$ cat src/rtl/mips_pkg.sv
// Shared types and ISA constants for the multicycle MIPS controller.
package mips_pkg;

  // One state per cycle of the multicycle sequence.
  typedef enum logic [3:0] {
    S_FETCH   = 4'd0,
    S_DECODE  = 4'd1,
    S_MEMADR  = 4'd2,
    S_MEMRD   = 4'd3,
    S_MEMWB   = 4'd4,
    S_MEMWR   = 4'd5,
    S_EXECUTE = 4'd6,
    S_ALUWB   = 4'd7,
    S_BRANCH  = 4'd8,
    S_ADDIEX  = 4'd9,
    S_ADDIWB  = 4'd10,
    S_JUMP    = 4'd11
  } state_t;

  // Opcodes (instr[31:26])
  localparam logic [5:0] OP_RTYPE = 6'b000000;
  localparam logic [5:0] OP_LW    = 6'b100011;
  localparam logic [5:0] OP_SW    = 6'b101011;
  localparam logic [5:0] OP_BEQ   = 6'b000100;
  localparam logic [5:0] OP_ADDI  = 6'b001000;
  localparam logic [5:0] OP_J     = 6'b000010;

  // R-type funct codes (instr[5:0])
  localparam logic [5:0] FN_ADD = 6'b100000;
  localparam logic [5:0] FN_SUB = 6'b100010;
  localparam logic [5:0] FN_AND = 6'b100100;
  localparam logic [5:0] FN_OR  = 6'b100101;
  localparam logic [5:0] FN_SLT = 6'b101010;

  // ALU op class from the FSM
  localparam logic [1:0] ALUOP_ADD   = 2'b00;
  localparam logic [1:0] ALUOP_SUB   = 2'b01;
  localparam logic [1:0] ALUOP_FUNCT = 2'b10;

  // ALU control codes to the datapath
  localparam logic [2:0] ALU_AND = 3'b000;
  localparam logic [2:0] ALU_OR  = 3'b001;
  localparam logic [2:0] ALU_ADD = 3'b010;
  localparam logic [2:0] ALU_SUB = 3'b110;
  localparam logic [2:0] ALU_SLT = 3'b111;

endpackage

$ cat src/rtl/alu_decoder.sv
// Maps the FSM's ALU op class plus R-type funct to the ALU control code.
module alu_decoder
  import mips_pkg::*;
(
  input  logic [1:0] alu_op,
  input  logic [5:0] funct,
  output logic [2:0] alu_control
);

  // Unknown funct falls back to add rather than trapping.
  always_comb begin
    alu_control = ALU_ADD;
    case (alu_op)
      ALUOP_ADD: alu_control = ALU_ADD;
      ALUOP_SUB: alu_control = ALU_SUB;
      ALUOP_FUNCT: begin
        case (funct)
          FN_ADD:  alu_control = ALU_ADD;
          FN_SUB:  alu_control = ALU_SUB;
          FN_AND:  alu_control = ALU_AND;
          FN_OR:   alu_control = ALU_OR;
          FN_SLT:  alu_control = ALU_SLT;
          default: alu_control = ALU_ADD;
        endcase
      end
      default: alu_control = ALU_ADD;
    endcase
  end

endmodule

$ cat src/rtl/multicycle_controller.sv
// Moore control FSM for the multicycle MIPS datapath.
module multicycle_controller
  import mips_pkg::*;
(
  input  logic       clk,
  input  logic       reset,
  input  logic [5:0] op,
  input  logic [5:0] funct,
  input  logic       zero,
  output logic       pc_en,
  output logic       iord,
  output logic       mem_write,
  output logic       ir_write,
  output logic       reg_dst,
  output logic       mem_to_reg,
  output logic       reg_write,
  output logic       alu_src_a,
  output logic [1:0] alu_src_b,
  output logic [1:0] pc_src,
  output logic [2:0] alu_control
);

  state_t     state_q, state_d;
  logic       pc_write, branch, illegal;
  logic       mem_write_s, ir_write_s, reg_write_s;
  logic [1:0] alu_op;
  logic [2:0] dec_ctrl;

  alu_decoder u_alu_dec (
    .alu_op      (alu_op),
    .funct       (funct),
    .alu_control (dec_ctrl)
  );

  // State register; reset abandons any in-flight instruction.
  always_ff @(posedge clk) begin
    if (reset) state_q <= S_FETCH;
    else       state_q <= state_d;
  end

  // Next-state and per-state datapath controls.
  always_comb begin
    state_d     = S_FETCH;
    pc_write    = 1'b0;
    branch      = 1'b0;
    illegal     = 1'b0;
    iord        = 1'b0;
    mem_write_s = 1'b0;
    ir_write_s  = 1'b0;
    reg_dst     = 1'b0;
    mem_to_reg  = 1'b0;
    reg_write_s = 1'b0;
    alu_src_a   = 1'b0;
    alu_src_b   = 2'b00;
    pc_src      = 2'b00;
    alu_op      = ALUOP_ADD;
    case (state_q)
      S_FETCH: begin
        ir_write_s = 1'b1;
        pc_write   = 1'b1;
        alu_src_b  = 2'b01;
        state_d    = S_DECODE;
      end
      S_DECODE: begin
        // Precompute branch target into alu_out.
        alu_src_b = 2'b11;
        case (op)
          OP_LW, OP_SW: state_d = S_MEMADR;
          OP_RTYPE:     state_d = S_EXECUTE;
          OP_BEQ:       state_d = S_BRANCH;
          OP_ADDI:      state_d = S_ADDIEX;
          OP_J:         state_d = S_JUMP;
          default:      state_d = S_FETCH;
        endcase
      end
      S_MEMADR: begin
        alu_src_a = 1'b1;
        alu_src_b = 2'b10;
        if (op == OP_LW)      state_d = S_MEMRD;
        else if (op == OP_SW) state_d = S_MEMWR;
        else                  state_d = S_FETCH;
      end
      S_MEMRD: begin
        iord    = 1'b1;
        state_d = S_MEMWB;
      end
      S_MEMWB: begin
        reg_write_s = 1'b1;
        mem_to_reg  = 1'b1;
      end
      S_MEMWR: begin
        iord        = 1'b1;
        mem_write_s = 1'b1;
      end
      S_EXECUTE: begin
        alu_src_a = 1'b1;
        alu_op    = ALUOP_FUNCT;
        state_d   = S_ALUWB;
      end
      S_ALUWB: begin
        reg_write_s = 1'b1;
        reg_dst     = 1'b1;
      end
      S_BRANCH: begin
        alu_src_a = 1'b1;
        alu_op    = ALUOP_SUB;
        branch    = 1'b1;
        pc_src    = 2'b01;
      end
      S_ADDIEX: begin
        alu_src_a = 1'b1;
        alu_src_b = 2'b10;
        state_d   = S_ADDIWB;
      end
      S_ADDIWB: begin
        reg_write_s = 1'b1;
      end
      S_JUMP: begin
        pc_write = 1'b1;
        pc_src   = 2'b10;
      end
      default: illegal = 1'b1;
    endcase
  end

  // Write enables are gated by reset so a half-done instruction cannot commit.
  always_comb begin
    pc_en       = (pc_write | (branch & zero)) & ~reset;
    mem_write   = mem_write_s & ~reset;
    ir_write    = ir_write_s  & ~reset;
    reg_write   = reg_write_s & ~reset;
    alu_control = illegal ? 3'b000 : dec_ctrl;
  end

endmodule

$ cat config.mk
export PLATFORM = sky130hd
export DESIGN_NAME = multicycle_controller
export DESIGN_NICKNAME = d
export VERILOG_FILES = /design/src/rtl/mips_pkg.sv /design/src/rtl/alu_decoder.sv /design/src/rtl/multicycle_controller.sv
export SDC_FILE = /design/constraint.sdc
export NUM_CORES = 1
export LEC_CHECK = 0
export CORE_MARGIN = 4
export CORE_UTILIZATION = 41
export CTS_BUF_LIST = sky130_fd_sc_hd__clkbuf_8
export CTS_CLUSTER_DIAMETER = 50
export DETAILED_ROUTE_END_ITERATION = 8
export GPL_ROUTABILITY_DRIVEN = 0
export PLACE_DENSITY = 0.87
export SLEW_MARGIN = 10
export SYNTH_ARGS = -nofsm -noshare
export SYNTH_HDL_FRONTEND = slang
export SYNTH_HIERARCHICAL = 1
export SYNTH_SLANG_ARGS = --single-unit
$ cat constraint.sdc
create_clock -name clk -period 2.1 [get_ports clk]
set_input_delay 0.315 -clock clk [delete_from_list [all_inputs] [get_ports clk]]
set_output_delay 0.315 -clock clk [all_outputs]
set_load 0.02 [all_outputs]
==> out/qor.csv <==
metric,value,unit
status,finished with violations,
violations,negative setup slack,
fill_cells,72,
firstDrtPassIters,4,
hp-class,register to register,
first_global_vias,878,
detail_route.iter0.violations,41,
cts_root_buf,clkbuf_8,
holdWs,0.774,ns
fin_util,87.6,%
drc,0,
synth_compound_gate_area_share,15.2,%
max_freq,457,MHz
vias,944,
num_antenna_cells,0,
synth_top_family_by_area,simple AND/OR/NAND/NOR gates,
clock_path_buffers,2,
cts_tree,yes,
detail-route-antenna-nets,0,
r2r_slack,0.43,ns
core-area,1350,sq um
synthSimpleGateAreaFrac,55.8,%
placedCellCount,142,
fin_nets,153,
cts.sinks,4,
period_share,104,%
tns,-0.221,ns
syn_avg_cell_area,7.15,sq um
hold_path.startpoint,state_q[1],
synth_ff_type,dfxtp_1,
grt_pass1_wl,4070,microns
synth_nets,102,
drive_above_1_share,36.6,%
reg2reg_from,state_q[2],
stdcell_count,149,
placed_cell_area,1020,sq um
fp-row-count,13,
ys_ff_latch,4,
setup_viol,3,
synth-xor-area-share,4.32,%
power_density,311,nW/um^2
clk_pin_slew,0.04,ns
yosys-mux-area-fraction,0,%
setup.worst_path.end_class,primary output,
netlist_area,608,sq um
die-area,2160,sq um
path_class,register to primary output,
clock_latency,0.22,ns
holdPathStages,3,
finalWorstSetupSlack,-0.0875,ns
numCtsBuffers,3,
gr-total-overflow,0,
worst_slew_pin_slew,0.489,ns
cp-start-kind,register,
hold_viol_final,0,
routed_wl,3090,microns
die_y,46.5,microns
regMostFlops,state_q,
post-place-ws,-0.326,ns
r2r-end,state_q[1],
die_w,46.5,microns
ys_warn_count,6,
peakVddDrop,0.288,mV
cap_violations,0,
grt.total_usage,26.9,%
h-tree-depth,1,
dp.final_hpwl,1690,microns
grt_max_degree,14,
largest_register_ffs,4,
synth_edf_count,0,
regArea,87.6,sq um
io_buffers,29,
slew_headroom,67.1,%
vias_per_cell,6.34,
reg_top3,state_q x4,
crit_arrival,1.87,ns
min_to,state_q[2],
rsz0062_at_grt,true,
fin_area,1180,sq um
cp_data_required_time,1.78,ns
leakagePower,0.526,nW
seq_area_frac_synth,13.2,%
synthAdderAreaFrac,4.12,%
wl_per_cell,20.7,microns
finalClockSkew,0.00611,ns
multi_input_area,559,sq um
floorplan.initialDensity,45.0,%
synth_cell_types,35,
crit_fanout,2,
synth_cells,85,
area_delta_synth_final,94.4,%
ff2ff_path_depth,6,
async_reset_ff_share,0,%
post-route-min-period,2.19,ns
ios,30,
slew_violations,0,
grt_antenna_before_repair,0,
total_power,0.367,mW
cts_hold_buf,0,
power breakdown:
part           leakage [nW]  switching, mW  internal [mW]
clock                0.0216         0.0436          0.123
combinational         0.470         0.0577         0.0612
sequential           0.0346        0.00410         0.0782
per-layer routing:
metal,vias to the layer above,global-route usage (%),share of wire [%]
met5,-,0,0
met4,0,7.39,5.2
met3,19,6.64,8.9
met2,72,50.5,49
met1,435,29.1,37
li1,418,-,-
logic make-up after synthesis:
kind of cell             Yosys count
AND/OR/NAND/NOR                   53
AO/OA/AOI/OAI                     14
buffers and inverters              9
flip-flops                         4
XOR/XNOR                           3
adder cells (fa/ha/maj)            2
how the worst max path moves through the flow:
stage / startpoint / to / slack, ns
6_report: state_q[2] / alu_control[0] / -0.09
5_1_grt: state_q[2] / alu_control[2] / -0.13
3_5_place_dp: state_q[3] / alu_control[2] / -0.33
4_1_cts: state_q[2] / alu_control[0] / -0.05
3_3_place_gp: state_q[2] / alu_control[2] / -0.25
2_1_floorplan: state_q[3] / alu_control[2] / 0.01
layout by cell type, fill, tap and decap left out, types with 3 or more instances in the layout:
cell type        count
a31oi_1              5
nand2_1              6
nand3_1              4
clkbuf_8             3
buf_6                5
nor2_1               9
nor3_1               4
buf_4               19
dfxtp_2              3
inv_1                4
clkdlybuf4s50_1     15
dlymetal6s2s_1       4
dlygate4sd2_1        6
synthesized netlist by cell type, drive strengths merged (3+ instances only):
library cell | count | area, sq um
a31oi | 5 | 31.3
dfxtp | 4 | 80.1
and2 | 3 | 18.8
nand4bb | 3 | 38.8
nor3 | 6 | 30.0
buf | 4 | 26.3
a21oi | 3 | 15.0
nor2 | 10 | 37.5
inv | 5 | 18.8
nand2 | 6 | 22.5
nor2b | 3 | 18.8
nand3 | 4 | 20.0
worst max-delay path: stages, from the launching register on:
cell and delay [ns]:
dfxtp_2 0.33, buf_4 0.11, and4bb_2 0.29, ha_4 0.22
nand4bb_4 0.21, buf_6 0.14, a21oi_2 0.10, and2_4 0.15
buf_6 0.11
timing repair:
item,4_1_cts,5_1_grt
setup buffers,3,1
pin swaps,3,5
resized for setup,39,12
setup endpoints to repair,10,6
cell type report:
| type | count | area share, % |
|---|---|---|
| multi-input cells | 72 | 47.3 |
| inverters | 5 | 1.59 |
| well taps | 15 | 1.59 |
| repair buffers | 50 | 38.6 |
| flip-flops and latches | 4 | 7.41 |
| clock buffers | 3 | 3.49 |
Note: power is estimated with default switching activity, not from simulation.
